## config.mk

```make
export PLATFORM = sky130hd
export DESIGN_NAME = pipe_ctrl
export DESIGN_NICKNAME = d
export VERILOG_FILES = /design/src/rtl/pipe_ctrl.sv
export SDC_FILE = /design/constraint.sdc
export NUM_CORES = 1
export LEC_CHECK = 0
export CAP_MARGIN = 20
export CORE_ASPECT_RATIO = 0.7
export CORE_UTILIZATION = 39
export CTS_CLUSTER_SIZE = 24
export DETAILED_ROUTE_END_ITERATION = 8
export PLACE_DENSITY_LB_ADDON = 0.08
export SKIP_CTS_REPAIR_TIMING = 1
export SYNTH_ARGS = -nofsm -noshare
export SYNTH_HDL_FRONTEND = slang
export SYNTH_SLANG_ARGS = --single-unit
```

## constraint.sdc

```tcl
create_clock -name clk -period 5.1 [get_ports clk]
set_clock_uncertainty 0.05 [all_clocks]
set_input_delay 1.02 -clock clk [delete_from_list [all_inputs] [get_ports clk]]
set_output_delay 1.02 -clock clk [all_outputs]
set_load 0.02 [all_outputs]
```

## src/rtl/pipe_ctrl.sv

```systemverilog
`default_nettype none
// +--------------------------------------------------------------------+
// | pipe_ctrl : stall/flush/redirect control and exception sequencing  |
// | Revision  : 1.0                                                    |
// +--------------------------------------------------------------------+
module pipe_ctrl #(
   parameter logic [31:0] EXP_VECTOR = 32'h0000_0100,
   parameter logic [2:0]  EXP_NO_EXP = 3'd0
) (
   input  logic        clk,
   input  logic        reset,
   input  logic        if_busy,
   input  logic        mem_busy,
   input  logic [4:0]  ra_addr,
   input  logic [4:0]  rb_addr,
   input  logic        ra_use,
   input  logic        rb_use,
   input  logic        br_taken,
   input  logic [31:0] br_target,
   input  logic        id_en,
   input  logic        id_load,
   input  logic [4:0]  id_dst_addr,
   input  logic        id_gpr_we_,
   input  logic        ex_en,
   input  logic [31:0] ex_pc,
   input  logic [2:0]  ex_exp_code,
   input  logic        ex_eret,
   output logic        if_stall,
   output logic        id_stall,
   output logic        ex_stall,
   output logic        mem_stall,
   output logic        if_flush,
   output logic        id_flush,
   output logic        ex_flush,
   output logic        mem_flush,
   output logic [31:0] new_pc,
   output logic        new_pc_valid,
   output logic [31:0] epc,
   output logic [2:0]  exp_code_q,
   output logic        in_handler,
   output logic        halted,
   output logic [31:0] stall_cnt
);

   typedef enum logic [1:0] {
      RUN  = 2'd0,
      EXC  = 2'd1,
      HALT = 2'd2
   } state_t;

   state_t      state_q, state_d;
   logic [31:0] epc_q, epc_d;
   logic [2:0]  code_q, code_d;
   logic        inh_q, inh_d;
   logic        halt_q, halt_d;
   logic [31:0] cnt_q, cnt_d;

   logic busy, exc, lu;

   assign busy = if_busy | mem_busy;
   assign exc  = ex_en & (ex_exp_code != EXP_NO_EXP);
   assign lu   = id_en & id_load & ~id_gpr_we_ & (id_dst_addr != 5'd0) &
                 ((ra_use & (ra_addr == id_dst_addr)) |
                  (rb_use & (rb_addr == id_dst_addr)));

   always_comb begin
      if_stall     = 1'b0;
      id_stall     = 1'b0;
      ex_stall     = 1'b0;
      mem_stall    = 1'b0;
      if_flush     = 1'b0;
      id_flush     = 1'b0;
      ex_flush     = 1'b0;
      mem_flush    = 1'b0;
      new_pc       = 32'd0;
      new_pc_valid = 1'b0;
      state_d      = state_q;
      epc_d        = epc_q;
      code_d       = code_q;
      inh_d        = inh_q;
      halt_d       = halt_q;
      if (reset) begin
         if_flush  = 1'b1;
         id_flush  = 1'b1;
         ex_flush  = 1'b1;
         mem_flush = 1'b1;
      end else begin
         case (state_q)
            RUN: begin
               if (busy) begin
                  {if_stall, id_stall, ex_stall, mem_stall} = 4'b1111;
               end else if (exc && !inh_q) begin
                  {if_flush, id_flush, ex_flush, mem_flush} = 4'b1111;
                  new_pc       = EXP_VECTOR;
                  new_pc_valid = 1'b1;
                  epc_d        = ex_pc;
                  code_d       = ex_exp_code;
                  inh_d        = 1'b1;
                  state_d      = EXC;
               end else if (exc) begin
                  {if_flush, id_flush, ex_flush, mem_flush} = 4'b1111;
                  halt_d  = 1'b1;
                  state_d = HALT;
               end else if (ex_eret && ex_en) begin
                  {if_flush, id_flush, ex_flush} = 3'b111;
                  new_pc       = epc_q;
                  new_pc_valid = 1'b1;
                  inh_d        = 1'b0;
               end else if (lu) begin
                  // Branch is deliberately ignored; it re-resolves after the bubble.
                  if_stall = 1'b1;
                  id_flush = 1'b1;
               end else if (br_taken) begin
                  if_flush     = 1'b1;
                  new_pc       = br_target;
                  new_pc_valid = 1'b1;
               end
            end
            EXC: begin
               if (busy) begin
                  {if_stall, id_stall, ex_stall, mem_stall} = 4'b1111;
               end else begin
                  if_flush = 1'b1;
                  state_d  = RUN;
               end
            end
            default: begin
               {if_stall, id_stall, ex_stall, mem_stall} = 4'b1111;
            end
         endcase
      end
      cnt_d = if_stall ? cnt_q + 32'd1 : cnt_q;
   end

   always_ff @(posedge clk or posedge reset) begin
      if (reset) begin
         state_q <= RUN;
         epc_q   <= 32'd0;
         code_q  <= EXP_NO_EXP;
         inh_q   <= 1'b0;
         halt_q  <= 1'b0;
         cnt_q   <= 32'd0;
      end else begin
         state_q <= state_d;
         epc_q   <= epc_d;
         code_q  <= code_d;
         inh_q   <= inh_d;
         halt_q  <= halt_d;
         cnt_q   <= cnt_d;
      end
   end

   assign epc        = epc_q;
   assign exp_code_q = code_q;
   assign in_handler = inh_q;
   assign halted     = halt_q;
   assign stall_cnt  = cnt_q;

endmodule
`default_nettype wire

```

==> flow_summary.ini, run 1 <==
[synth]
syn_area_per_cell_um2 = 10.9
syn_area_um2 = 3750
ys_ff_latch = 71
synth_cells = 343
yosysTopAreaCell = dfrtp_1
synth_warnings = 0
synthFlopType = dfrtp_1
yosysTopAreaCellShare_pct = 47.4
synth_edf_count = 0
yosys-top-cells-area = dfrtp_1 (47%), mux2_2 (9.9%), xor2_1 (6.8%)
yosysSeqAreaShare_pct = 47.4
syn-num-nets = 438
synthArstFlopShare_pct = 100
synth_cell_type_count = 47

[layout]
syn_to_final_growth_pct = 66.9
nNetsFinal = 635
multi_input_area_um2 = 1850
fill_cells = 719
drive_above_1_share_pct = 13.2
diodes = 0
final_area_um2 = 6260
regArea_um2 = 1780

[timing]
hold_viol_final = 0
layout_min_cycle_time_ps = 4700
fmax_ghz = 0.213
rsz0062_at_grt = no
relSlewSlack_pct = 31.6
final-setup-viol-count = 0
tns_ps = 0
final_max_slew_viol_count = 0
finalCritPeriodShare_pct = 92.1
tightest_slew_ps = 1020
hold_ws_ps = 396

[detailed_routing]
viasPerCell = 5.21
wl_per_cell_um = 16.7
dr_total_vias = 3483
route.detailed.drc = 0
ant_nets = 0
wl_um = 11200
drt_iter0_markers = 157
first_pass_iters = 4

[flow_run]
drv_cap = 0

[die]
ioPinCount = 204
die_w_um = 119
core-area_um2 = 9180
die_area_um2 = 10000
start_util_pct = 40.8
rows = 29
fp.dieH_um = 84.0

[global_routing]
grt_pass1_wl_um = 17500
grt_max_degree = 64
grt_pass1_vias = 3447
antenna_found_initial = 0
track_usage_pct = 22.3
gr-total-overflow = 0

[worst_hold_path]
min_from = state_q[1]$_DFFE_PP0P_
min_path_type = register to register

[setup_path]
worstSetupPathType = input port to output port
endpoint_kind = output port
cp_max_fo = 31
start_kind = input port
required_ps = 4030
cp.arrival_ps = 3630
crit_start = id_dst_addr[1]
reg2reg_from = state_q[1]$_DFFE_PP0P_

[clock_network]
cts_root_buffer = clkbuf_16
clock_sink_count = 71
cts_tree = done
numCtsBuffers = 9
htreeDepth = 3
clkTransAtPathRegs_ps = 60
clockBufferDepth = 2
clk_latency_ps = 320

[pwr]
power_density_nw_per_um2 = 444
irDropWorstVdd_uv = 274
leakage_nw = 2.50
finalPower_mw = 2.78

[status]
status = finished clean

[placed_design]
dp_hpwl_um = 8300
place.gp.congestion = 0.869
io_buffers = 203
place_area_um2 = 5890
[Yosys cell counts, types with 2 or more instances]
cell,n
inv_1,3
nand4_1,8
nand2_1,16
nor3b_1,2
nor4b_1,2
a31oi_1,2
o21ai_0,3
dfrtp_1,71
nand2b_1,2
mux2_2,33
buf_4,5
nor4_2,3
a21oi_1,2
clkbuf_1,12
a21o_1,2
buf_2,5
o31ai_1,3
mux2_1,3
nor2_1,41
or3_1,2
xor2_1,29
nor2b_1,2
nor4b_2,5
xnor2_1,12
nand3_1,9
a22oi_1,31
nor3_1,15
[critical path, cell delays in order]
cell,delay [ps]
clkdlybuf4s50_1,470
or4_1,540
nor2_1,130
nor3_2,100
a211oi_4,290
buf_12,220
a22oi_1,90
nor2_1,110
clkdlybuf4s50_1,630
[cell type report]
class | instances | area share, %
inverters | 3 | 0.180
well taps | 124 | 2.48
repair buffers | 209 | 33.4
multi-input cells | 246 | 29.6
flip-flops and latches | 71 | 28.4
clock buffers | 11 | 3.88
clock inverters | 5 | 2.06
[path summary, 6_finish.rpt]
path / slack [ps] / end / cells after the start
setup reg to reg: 2420 / epc[7]$_DFFE_PP0P_ / 5
min in group asynchronous: 1070 / state_q[1]$_DFFE_PP0P_ / 2
max in group asynchronous: 2860 / epc[30]$_DFFE_PP0P_ / 3
hold / removal: 400 / state_q[1]$_DFFE_PP0P_ / 1
hold reg to reg: 400 / state_q[1]$_DFFE_PP0P_ / 1
setup / recovery: 400 / new_pc[19] / 9
[per-layer routing]
metal / GRT usage [%] / part of all wire [%]
met5: 0 / 0
met4: 5.98 / 1.5
met3: 7.45 / 8.6
met2: 36.0 / 47
met1: 28.6 / 43
[power by group]
group / switching, mW / internal, mW
Clock: 0.227 / 0.542
Combinational: 0.508 / 0.552
Sequential: 0.191 / 0.755
Total: 0.926 / 1.85
[cell usage in the layout (no fill, tap or decap), types with 3 or more instances in the layout]
master and count:
clkdlybuf4s50_1 203, dfrtp_1 71, nor2_1 41, mux2_2 33, a22oi_1 31, xor2_1 29, nand2_1 16, nor3_1 15
xnor2_1 12, nand3_1 9, clkbuf_16 9, nand4_1 8, nor4b_2 5, buf_4 5, bufinv_16 4, nor4_2 3
mux2_1 3, o31ai_1 3
[flip-flops by register name (all words and copies together) (netlist names)]
register,cells
epc,32
stall_cnt,32
exp_code_q,3
state_q,2
halted,1
in_handler,1
[through the flow]
| step | instances | setup WS, ps | utilization (%) |
|---|---|---|---|
| after floorplan | 343 | 517 | - |
| after global placement | 653 | 452 | 64.1 |
| after detailed placement | 653 | 423 | 64.1 |
| after CTS | 669 | 414 | 68.2 |
| after global routing | 669 | 258 | 68.2 |
| final | 669 | 405 | 68.2 |
[kinds of logic after synthesis]
| group | after synthesis | synth area share, % |
|---|---|---|
| multiplexers | 36 | 10.8 |
| buffers and inverters | 26 | 3.47 |
| adder cells (fa/ha/maj) | 1 | 0.334 |
| XOR/XNOR | 41 | 9.58 |
| AND/OR/NAND/NOR | 118 | 18.1 |
| flip-flops | 71 | 47.4 |
| AO/OA/AOI/OAI | 50 | 10.3 |
Note: power is estimated with default switching activity, not from simulation.
==> inputs of run 2 (changes only) <==
--- a/config.mk
+++ b/config.mk
@@ -8,7 +8,7 @@
 export CAP_MARGIN = 20
 export CORE_ASPECT_RATIO = 0.7
 export CORE_UTILIZATION = 39
-export CTS_CLUSTER_SIZE = 24
+export CTS_CLUSTER_SIZE = 16
 export DETAILED_ROUTE_END_ITERATION = 8
 export PLACE_DENSITY_LB_ADDON = 0.08
 export SKIP_CTS_REPAIR_TIMING = 1
==> results of run 2 <==
No change in the layout: final DEF, timing and power equal those of run 1.
